--- src/rtl/pipelined_adder.sv ---
// Elastic, pipelined two's-complement adder/subtractor. The carry chain is cut
// into STAGES registered segments of SEG bits; one result per clock when unstalled.
module pipelined_adder #(
  parameter int WIDTH  = 16,
  parameter int STAGES = 4
) (
  input  logic             clk,
  input  logic             rst,
  input  logic             in_valid,
  output logic             in_ready,
  input  logic [WIDTH-1:0] a,
  input  logic [WIDTH-1:0] b,
  input  logic             cin,
  input  logic             sub,
  output logic             out_valid,
  input  logic             out_ready,
  output logic [WIDTH-1:0] sum,
  output logic             cout,
  output logic             ovf
);

  localparam int SEG = WIDTH / STAGES;

  // Handshake: a transfer happens on a rising edge where valid && ready are both
  // high. valid never depends on ready; ready depends only on out_ready and the
  // registered stage occupancy, so there is no path from in_valid/data to outputs.

  logic [STAGES-1:0] valid_q, valid_d;
  logic [STAGES-1:0] carry_q, carry_d;
  logic [STAGES-1:0] stage_rdy;
  logic [WIDTH-1:0]  a_q   [STAGES];
  logic [WIDTH-1:0]  a_d   [STAGES];
  logic [WIDTH-1:0]  bp_q  [STAGES];
  logic [WIDTH-1:0]  bp_d  [STAGES];
  logic [WIDTH-1:0]  sum_q [STAGES];
  logic [WIDTH-1:0]  sum_d [STAGES];
  logic              ovf_q, ovf_d;

  // A stage may load unless it and every stage after it are full and the
  // consumer is stalling; this is what lets bubbles compress.
  always_comb begin
    logic all_full;
    all_full  = 1'b1;
    stage_rdy = '0;
    for (int k = STAGES - 1; k >= 0; k--) begin
      all_full     = all_full & valid_q[k];
      stage_rdy[k] = out_ready | ~all_full;
    end
  end

  always_comb begin
    logic [WIDTH-1:0] op_a, op_b, lower;
    logic             c;
    logic [SEG:0]     seg;
    op_a    = '0;
    op_b    = '0;
    lower   = '0;
    c       = 1'b0;
    seg     = '0;
    ovf_d   = 1'b0;
    valid_d = '0;
    carry_d = '0;
    for (int k = 0; k < STAGES; k++) begin
      if (k == 0) begin
        op_a       = a;
        op_b       = sub ? ~b : b;
        c          = sub ^ cin;
        lower      = '0;
        valid_d[k] = in_valid;
      end else begin
        op_a       = a_q[k-1];
        op_b       = bp_q[k-1];
        c          = carry_q[k-1];
        lower      = sum_q[k-1];
        valid_d[k] = valid_q[k-1];
      end
      seg = {1'b0, op_a[k*SEG +: SEG]} + {1'b0, op_b[k*SEG +: SEG]} + {{SEG{1'b0}}, c};
      sum_d[k]                 = lower;
      sum_d[k][k*SEG +: SEG]   = seg[SEG-1:0];
      carry_d[k]               = seg[SEG];
      a_d[k]                   = op_a;
      bp_d[k]                  = op_b;
      // Carry into the MSB is recovered from the MSB's own sum bit.
      if (k == STAGES - 1) begin
        ovf_d = (op_a[WIDTH-1] ^ op_b[WIDTH-1] ^ sum_d[k][WIDTH-1]) ^ seg[SEG];
      end
    end
  end

  always_ff @(posedge clk) begin
    if (rst) begin
      valid_q <= '0;
      carry_q <= '0;
      ovf_q   <= 1'b0;
      for (int k = 0; k < STAGES; k++) begin
        a_q[k]   <= '0;
        bp_q[k]  <= '0;
        sum_q[k] <= '0;
      end
    end else begin
      for (int k = 0; k < STAGES; k++) begin
        if (stage_rdy[k]) begin
          valid_q[k] <= valid_d[k];
          if (valid_d[k]) begin
            a_q[k]     <= a_d[k];
            bp_q[k]    <= bp_d[k];
            sum_q[k]   <= sum_d[k];
            carry_q[k] <= carry_d[k];
          end
        end
      end
      if (stage_rdy[STAGES-1] && valid_d[STAGES-1]) begin
        ovf_q <= ovf_d;
      end
    end
  end

  assign in_ready  = stage_rdy[0];
  assign out_valid = valid_q[STAGES-1];
  assign sum       = sum_q[STAGES-1];
  assign cout      = carry_q[STAGES-1];
  assign ovf       = ovf_q;

endmodule

--- config.mk ---
export PLATFORM = sky130hd
export DESIGN_NAME = pipelined_adder
export DESIGN_NICKNAME = d
export VERILOG_FILES = /design/src/rtl/pipelined_adder.sv
export SDC_FILE = /design/constraint.sdc
export NUM_CORES = 1
export LEC_CHECK = 0
export CAP_MARGIN = 20
export CORE_ASPECT_RATIO = 1.1
export CORE_MARGIN = 10
export CORE_UTILIZATION = 49
export DETAILED_ROUTE_END_ITERATION = 10
export PLACE_DENSITY = 0.8
export SKIP_CTS_REPAIR_TIMING = 1
export SKIP_LAST_GASP = 1
export SLEW_MARGIN = 20
export SYNTH_ARGS = -nofsm -noshare
export SYNTH_HDL_FRONTEND = slang
export SYNTH_SLANG_ARGS = --single-unit
--- constraint.sdc ---
create_clock -name clk -period 2.66 [get_ports clk]
set_input_delay 0.532 -clock clk [delete_from_list [all_inputs] [get_ports clk]]
set_output_delay 0.532 -clock clk [all_outputs]
set_load 0.01 [all_outputs]
==> results.md <==
* Routed vias/inst at 4.645
* Status: completed
* Post-synth cell types at 28
* Max-Cap Viols at 0
* Non-Filler Instances at 488
* Most common cell after layout, fill and taps aside: edfxtp_1
* Synth Instances at 305
* Util after Layout at 0.6198
* Syn Std Cell Area at 0.004275 sq mm
* Inserted Clock Buffers at 9
* FF-to-FF path depth at 6
* Hold_ws at 0.5078 ns
* Max-slew violations at 0
* Peak VDD IR at 0.0002794 V
* PD cells at 611.1 mW/mm^2
* Critical path class: in -> reg
* Crit path from: sub
* Post-synth EDFFs at 88
* Worst Hold Launch: ovf$_SDFFE_PP0P_
* Reg clk slew, reported paths at 0.09 ns
* Global Route Usage Sum at 0.09832
* Root Driver: clkbuf_8
* Final WL at 6052 um
* Hold WC Path Type: reg -> reg
* Die area at 0.01287 sq mm
* Crit end category: flop
* Gpl congestion at 0.7438
* Synth Flop Type: edfxtp_1
* Final WS setup at 0.1813 ns
* Layout cell share with drive strength beyond 1 at 0.07427
* Global-route wire length before repair at 10,120 um
* Vias in the first global route at 2,290
* Top cell by count, worst path: fa_1
* Worst-path maximum fanout at 4
* Clock Tree Buf Depth at 2
* Required @ worst endpoint at 2.89 ns
* Area Overhead vs Synth at 22.53%
* Final period utilization at 0.9318
* N_diodes at 0
* Initial DRT Pass Iterations at 6
* Largest net degree at the start of global routing at 29
* Slowest stage delay, CP at 0.52 ns
* Clk sink count at 97
* Worst Path Arrival at 2.70 ns
* Register area share after synthesis at 0.6602
* Clock skew at 0.01191 ns
* Placed cell count at 472
* Asr flop ratio synth at 0
* Clock latency at the later pin of the worst-skew pair at 0.35 ns
* Pre-CTS WS at -0.1635 ns
* H-tree lvl count at 3
* Cell area after layout at 0.005239 sq mm
* Leakage at 2.033 nW
* Achievable Freq at 403.4 MHz
* Hold Vio Cnt, Final at 0
* Die width at 109.1 um
* HPWL Detailed at 4789 um
* Nets at 430
* Total number of vias at 2,267
* DIE HEIGHT at 118.0 um
* R2R Path End: ovf$_SDFFE_PP0P_
* Starting Density at 0.5058
* Core ar. at 0.008452 sq mm
* RSZ-0062 raised after global routing: false
* Crit path launch type: primary input
* Register bit total from synthesis at 97
* CTS tree: yes
* R2r startpoint: a_q[0][44]$_SDFFCE_PN0P_
* Final worst path period need at 2.479 ns
* DRC Markers at 0
* IO Pins at 58
* Slew HR at 0.4567
* Port bufs at 57
* R2R Setup Slk at 0.61 ns
* FILL cells at 641
* DRT iter0 DRCs at 59
* Hold depth at 2
* Placed inst area at 0.004996 sq mm
* Drt wl/cell at 12.40 um
* Row count at 35
* CP cell instances: clkdlybuf4s50_1 -> xor2_1 -> fa_1 -> fa_1 -> a21o_1 -> a211oi_1 -> nor3_1
* Actual slew at the worst max-slew pin at 0.8120 ns
* Overflow after GRT at 0
* Syn. warnings at 0
* Synth Net Count at 363
* Most frequent cells in the layout: edfxtp_1 (88), and2_1 (67), clkdlybuf4s50_1 (57)
* Antenna-violating nets left at 0
* Avg Cell Area, Syn at 14.02 sq um
* Critical path's slowest cell: clkdlybuf4s50_1
* Initial antenna violation count at 0
* WHS Endpoint: ovf$_SDFFE_PP0P_
* Final setup vio count at 0
synthesized netlist by cell type, types with 4 or more instances:
master / instances / area [sq um]
a21o_1: 6 / 45.04
a21oi_1: 12 / 60.06
and2_1: 67 / 419.2
buf_2: 4 / 20.02
dfxtp_1: 9 / 180.2
edfxtp_1: 88 / 2643
fa_1: 8 / 160.2
ha_1: 12 / 150.1
inv_1: 9 / 33.78
nand2_1: 4 / 15.01
nand2b_1: 5 / 31.28
nor2_1: 24 / 90.09
nor2b_1: 4 / 25.02
nor3_1: 9 / 45.04
xnor2_1: 15 / 131.4
xor2_1: 9 / 78.83
report_power, final:
part	internal [mW]	leakage (nW)	total [mW]	switching (mW)
sequential	1.76	1.02	1.79	0.0297
combinational	0.168	0.901	0.312	0.144
clock	0.629	0.117	1.10	0.472
total	2.56	2.03	3.20	0.646
area by class of cell:
type | instances | area [sq um] | area share
tap | 111 | 138.9 | 0.02651
clock buffer | 10 | 127.6 | 0.02436
clock inverter | 6 | 115.1 | 0.02197
timing repair buffer | 67 | 645.6 | 0.1232
multi-input combinational | 188 | 1355 | 0.2587
inverter | 9 | 33.78 | 0.006449
sequential | 97 | 2823 | 0.5388
registers in the layout, indices dropped and copies added, names as in the netlist:
name / cells
carry_q: 4
valid_q: 4
sum_q: 40
ovf: 1
bp_q: 24
a_q: 24
metrics by stage:
stage / total power [mW] / setup TNS (ns)
2_1_floorplan: 2.003 / 0
3_3_place_gp: 2.127 / -0.05679
3_5_place_dp: 2.140 / -0.2085
4_1_cts: 3.236 / 0
5_1_grt: 3.345 / 0
6_report: 3.201 / 0
worst max-delay path: cells and delay by family:
kind	cells	cell delay [ns]
AO/OA/AOI/OAI	2	0.47
XOR/XNOR	1	0.22
adder cells (fa/ha/maj)	2	0.86
buffers and inverters	1	0.52
AND/OR/NAND/NOR	1	0.09
cells by family after synthesis:
logic type / after synthesis / share of synthesized area
DFF: 97 / 0.6602
xor gates and xnor gates: 24 / 0.04917
adders and majority gates: 20 / 0.07258
and+or+nand+nor: 120 / 0.1598
buffers and inverters: 20 / 0.02283
AOI/OAI and AO/OA: 24 / 0.03541
layer usage:
metal | vias up | wire length (um) | track usage
li1 | 1181 | - | -
met1 | 1024 | 2376 | 0.09667
met2 | 55 | 3170 | 0.1760
met3 | 7 | 409 | 0.03231
met4 | 0 | 95 | 0.04950
met5 | - | 0 | 0
worst max-delay path by stage:
stage	slack, ns	cells after the start	endpoint
after floorplan	0.15	8	carry_q[0]$_SDFFE_PP0P_
after global placement	-0.06	7	carry_q[0]$_SDFFE_PP0P_
after detailed placement	-0.16	7	carry_q[0]$_SDFFE_PP0P_
after CTS	0.19	7	carry_q[0]$_SDFFE_PP0P_
after global routing	0.15	7	carry_q[0]$_SDFFE_PP0P_
final	0.18	7	carry_q[0]$_SDFFE_PP0P_
Note: power is estimated with default switching activity, not from simulation.
